### config.mk
export PLATFORM = sky130hd
export DESIGN_NAME = fetch_unit
export DESIGN_NICKNAME = d
export VERILOG_FILES = /design/src/rtl/fetch_unit.sv
export SDC_FILE = /design/constraint.sdc
export NUM_CORES = 1
export LEC_CHECK = 0
export BUFFER_PORTS_ARGS = -buffer_cell sky130_fd_sc_hd__buf_2
export CAP_MARGIN = 15
export CORE_MARGIN = 2
export CORE_UTILIZATION = 50
export DETAILED_ROUTE_END_ITERATION = 6
export PLACE_DENSITY = 0.83
export SYNTH_ARGS = -nofsm -noshare
export SYNTH_HDL_FRONTEND = slang
export SYNTH_SLANG_ARGS = --single-unit
### constraint.sdc
create_clock -name CLK -period 3 [get_ports CLK]
set_clock_uncertainty 0.1 [all_clocks]
set_input_delay 0.3 -clock CLK [delete_from_list [all_inputs] [get_ports CLK]]
set_output_delay 0.3 -clock CLK [all_outputs]
set_load 0.01 [all_outputs]
### src/rtl/fetch_unit.sv
// Instruction fetch stage: PC, instruction register, redirect/flush and halt FSM.
// Optional return-address stack is built only when FETCH_RAS_EN is defined.
module fetch_unit #(
    parameter logic [7:0] RESET_PC    = 8'h00,
    parameter logic [4:0] HALT_OPCODE = 5'b11111,
    parameter int         RAS_DEPTH   = 4
) (
    input  logic        CLK,
    input  logic        RESET,
    input  logic        STALL,
    input  logic        BRANCH_EN,
    input  logic [7:0]  BRANCH_TARGET,
    input  logic        PUSH,
    input  logic        POP,
    input  logic [15:0] DATA,
    output logic [7:0]  ADDRESS,
    output logic [15:0] IR,
    output logic [7:0]  IR_PC,
    output logic        IR_VALID,
    output logic [4:0]  OPCODE,
    output logic [2:0]  RA,
    output logic [2:0]  COND,
    output logic [2:0]  RB,
    output logic [7:0]  K,
    output logic        HALTED,
    output logic        RAS_ERR
);

    typedef enum logic [1:0] {
        S_FILL,
        S_RUN,
        S_HALTED
    } state_t;

    state_t      state, state_nxt;
    logic [7:0]  pc, pc_nxt;
    logic [15:0] ir, ir_nxt;
    logic [7:0]  ir_pc, ir_pc_nxt;
    logic        ir_vld, ir_vld_nxt;

    logic        pop_take;
    logic [7:0]  pop_addr;

`ifdef FETCH_RAS_EN
    localparam int SPW = $clog2(RAS_DEPTH);
    localparam logic [SPW:0] RAS_FULL = (SPW+1)'(RAS_DEPTH);

    logic [7:0]     stack [RAS_DEPTH];
    logic [SPW-1:0] sp;
    logic [SPW:0]   cnt;
    logic           ras_err;
    logic           do_push;

    // A return is only honoured where a redirect is legal and no branch competes.
    assign do_push  = BRANCH_EN & PUSH;
    assign pop_take = POP & ~BRANCH_EN & (state != S_HALTED);
    assign pop_addr = (cnt == '0) ? RESET_PC : stack[sp - SPW'(1)];
    assign RAS_ERR  = ras_err;

    always_ff @(posedge CLK or posedge RESET) begin
        if (RESET) begin
            sp      <= '0;
            cnt     <= '0;
            ras_err <= 1'b0;
        end else if (do_push) begin
            sp <= sp + SPW'(1);
            if (cnt == RAS_FULL)
                ras_err <= 1'b1;
            else
                cnt <= cnt + (SPW+1)'(1);
        end else if (pop_take) begin
            if (cnt == '0) begin
                ras_err <= 1'b1;
            end else begin
                sp  <= sp - SPW'(1);
                cnt <= cnt - (SPW+1)'(1);
            end
        end
    end

    // Circular write: when full, sp has wrapped onto the oldest entry.
    always_ff @(posedge CLK) begin
        if (do_push)
            stack[sp] <= ir_pc + 8'd1;
    end
`else
    logic unused_ras;

    assign unused_ras = PUSH ^ POP ^ (RAS_DEPTH == 0);
    assign pop_take   = 1'b0;
    assign pop_addr   = RESET_PC;
    assign RAS_ERR    = 1'b0;
`endif

    always_ff @(posedge CLK or posedge RESET) begin
        if (RESET)
            state <= S_FILL;
        else
            state <= state_nxt;
    end

    always_comb begin
        state_nxt  = state;
        pc_nxt     = pc;
        ir_nxt     = ir;
        ir_pc_nxt  = ir_pc;
        ir_vld_nxt = ir_vld;
        case (state)
            S_FILL, S_RUN: begin
                if (BRANCH_EN || pop_take) begin
                    // Flush the slot already being fetched; target lands in IR next cycle.
                    pc_nxt     = BRANCH_EN ? BRANCH_TARGET : pop_addr;
                    ir_nxt     = 16'h0000;
                    ir_vld_nxt = 1'b0;
                    state_nxt  = S_RUN;
                end else if (state == S_RUN && STALL) begin
                    state_nxt = S_RUN;
                end else if (ir_vld && ir[15:11] == HALT_OPCODE) begin
                    ir_vld_nxt = 1'b0;
                    state_nxt  = S_HALTED;
                end else begin
                    ir_nxt     = DATA;
                    ir_pc_nxt  = pc;
                    pc_nxt     = pc + 8'd1;
                    ir_vld_nxt = 1'b1;
                    state_nxt  = S_RUN;
                end
            end
            S_HALTED: begin
                if (BRANCH_EN) begin
                    pc_nxt     = BRANCH_TARGET;
                    ir_nxt     = 16'h0000;
                    ir_vld_nxt = 1'b0;
                    state_nxt  = S_RUN;
                end
            end
            default: state_nxt = S_FILL;
        endcase
    end

    always_ff @(posedge CLK or posedge RESET) begin
        if (RESET) begin
            pc     <= RESET_PC;
            ir     <= 16'h0000;
            ir_pc  <= 8'h00;
            ir_vld <= 1'b0;
        end else begin
            pc     <= pc_nxt;
            ir     <= ir_nxt;
            ir_pc  <= ir_pc_nxt;
            ir_vld <= ir_vld_nxt;
        end
    end

    assign ADDRESS  = pc;
    assign IR       = ir;
    assign IR_PC    = ir_pc;
    assign IR_VALID = ir_vld;
    assign OPCODE   = ir[15:11];
    assign RA       = ir[10:8];
    assign COND     = ir[10:8];
    assign RB       = ir[2:0];
    assign K        = ir[7:0];
    assign HALTED   = (state == S_HALTED);

endmodule
==> qor.yml <==
yosysMostFrequentCell: "dfrtp_1"
nets: 277
setup_viol: 0
overflow: 0
min_path_type: "in -> async"
routed_wl_mm: 3.847
clock_latency_ns: 0.27
synth_area_um2: 1881
status: "complete, no violations"
drtPass1Iterations: 4
cts_resized: 0
holdWs_ns: 0.009506
hold_viol: 0
antennaDiodeCount: 0
start_util_pct: 51.76
seqCellArea_um2: 875.8
yosysTopAreaCell: "dfrtp_1"
area_growth_pct: 20.16
drive_gt1_share_pct: 44.53
grt_pass1_vias: 1357
io_buffers: 83
fillers: 331
synth_ff_type: "dfrtp_1"
ys_top_cells_by_count: "dfrtp_1, nand2_1, buf_4"
cts_tree: "done"
tightestPinTransition_ns: 0.8278
path_class: "reg -> reg"
holdBufCountCts: 0
synth-seq-area-share_pct: 46.57
synthArstFlopShare_pct: 100.0
root_buffer: "clkbuf_8"
ys_types: 36
die-area_um2: 4267
fin_crit_ns: 1.978
vias: 1516
viasPerCell: 5.139
critPathArrivalTime_ns: 2.04
yosysWarningCount: 0
drt_iter0_drc: 90
worst-endpoint-required_ns: 3.06
wl_per_cell_um: 13.04
clockBufferDepth: 2
path_max_fanout: 20
fmax_ghz: 0.5055
h-tree-depth: 2
post-cts-setup-buffers: 0
maxCapViolCount: 0
grt_pass1_wl_mm: 6.230
clock-sinks: 35
dp_hpwl_mm: 2.780
ys_ff_latch: 35
cts.reportedPaths.clkPinSlew_ns: 0.07
slew_viol_final: 0
netlist.area_leader.share_pct: 46.57
die_h_um: 65.33
relSlewSlack_pct: 44.65
multiInputGateArea_um2: 729.5
cts_buffers: 5
synthTopCellsByArea: "dfrtp_1, buf_4, mux2i_1"
drt_drc_violations_left: 0
place_congestion: 0.8201
syn_inst: 183
syn_avg_cell_area_um2: 10.28
ios: 87
end_kind: "flip-flop"
fin_setup_tns_ns: 0
r2r-start: "state[0]"
crit_path_start: "state[0]"
irDropWorstVdd_mv: 0.3399
rows: 22
grt_usage_pct: 19.19
fin_crit_sh_pct: 65.95
antenna_found_initial: 0
core_area_um2: 3633
synth-edff-count: 0
p_per_area_nw_per_um2: 582.0
rsz0062_at_grt: "false"
antenna_left: 0
grt_max_degree: 36
leakage_nw: 1.224
fp.dieW_um: 65.33
syn_nets: 214
cp-start-kind: "flip-flop"
-- worst max-delay path: stages (launching register included) --
cell and delay, ns:
dfrtp_1 0.41, nand2_1 0.11, o211ai_2 0.67, nor2_4 0.20, buf_4 0.25, mux2i_1 0.12
-- registers in the layout, indices dropped and copies added, names as in the netlist --
name and count:
IR 16, state 2, IR_PC 8, ADDRESS 8, IR_VALID 1
-- worst paths after layout --
check | endpoint | slack, ns | cells past startpoint
worst max-delay path | IR[8] | 1.02 | 5
worst min-delay path | IR[10] | 0.01 | 3
worst max register to register | IR[8] | 1.02 | 5
worst min register to register | IR_PC[2] | 0.40 | 1
max in group asynchronous | ADDRESS[0] | 2.48 | 3
min in group CLK | IR[6] | 0.16 | 3
-- layout by cell type, fill, tap and decap left out, types with 5 or more instances in the layout --
cell type  count
inv_1         14
a2bb2oi_1      5
nand2_1       28
o31ai_1        7
dfrtp_1       35
o21ai_0        8
mux2i_1       12
clkbuf_8       7
buf_2         83
mux2_2        10
-- power by group --
part	switching, mW	internal, mW	total [mW]
clock network	0.152	0.209	0.362
logic	0.173	0.168	0.340
registers	0.0653	0.548	0.613
-- cell type report --
cell class,count,share of cell area (%)
Inverter,15,2.492
Sequential cell,35,38.76
Tap cell,48,2.658
Timing Repair Buffer,86,19.38
Multi-Input combinational cell,103,32.28
Clock buffer,8,4.430
-- cells by family (layout without fill, tap and decap cells) --
kind of cell             after synthesis  after routing  share of synthesized area [%]
flip-flops                            35             35                          46.57
AO/OA/AOI/OAI                         34             34                          13.37
AND/OR/NAND/NOR                       45             45                          12.18
multiplexers                          22             22                          12.38
other                                  1              1                         0.1994
adder cells (fa/ha/maj)                1              1                         0.6652
buffers and inverters                 45            109                          14.64
-- metrics by stage --
| step | setup WS (ns) | instance area (um2) | instances | power [mW] | utilization (%) |
|---|---|---|---|---|---|
| 3_5_place_dp | 0.8950 | 2160 | 287 | 0.9643 | 59.44 |
| 2_1_floorplan | 1.446 | 1881 | 183 | 0.8459 | - |
| 4_1_cts | 1.021 | 2260 | 295 | 1.331 | 62.19 |
| 6_report | 1.022 | 2260 | 295 | 1.315 | 62.19 |
| 3_3_place_gp | 0.9131 | 2160 | 287 | 0.9508 | 59.44 |
| 5_1_grt | 0.8554 | 2260 | 295 | 1.403 | 62.19 |
-- per-layer routing --
metal / vias to the layer above / wire [um] / global-route usage (%)
met5: - / 0 / 0
met4: 0 / 62 / 8.333
met3: 6 / 265 / 4.452
met2: 59 / 1836 / 31.63
met1: 723 / 1682 / 24.11
li1: 728 / - / -
Power figures use the tool's default switching activity.
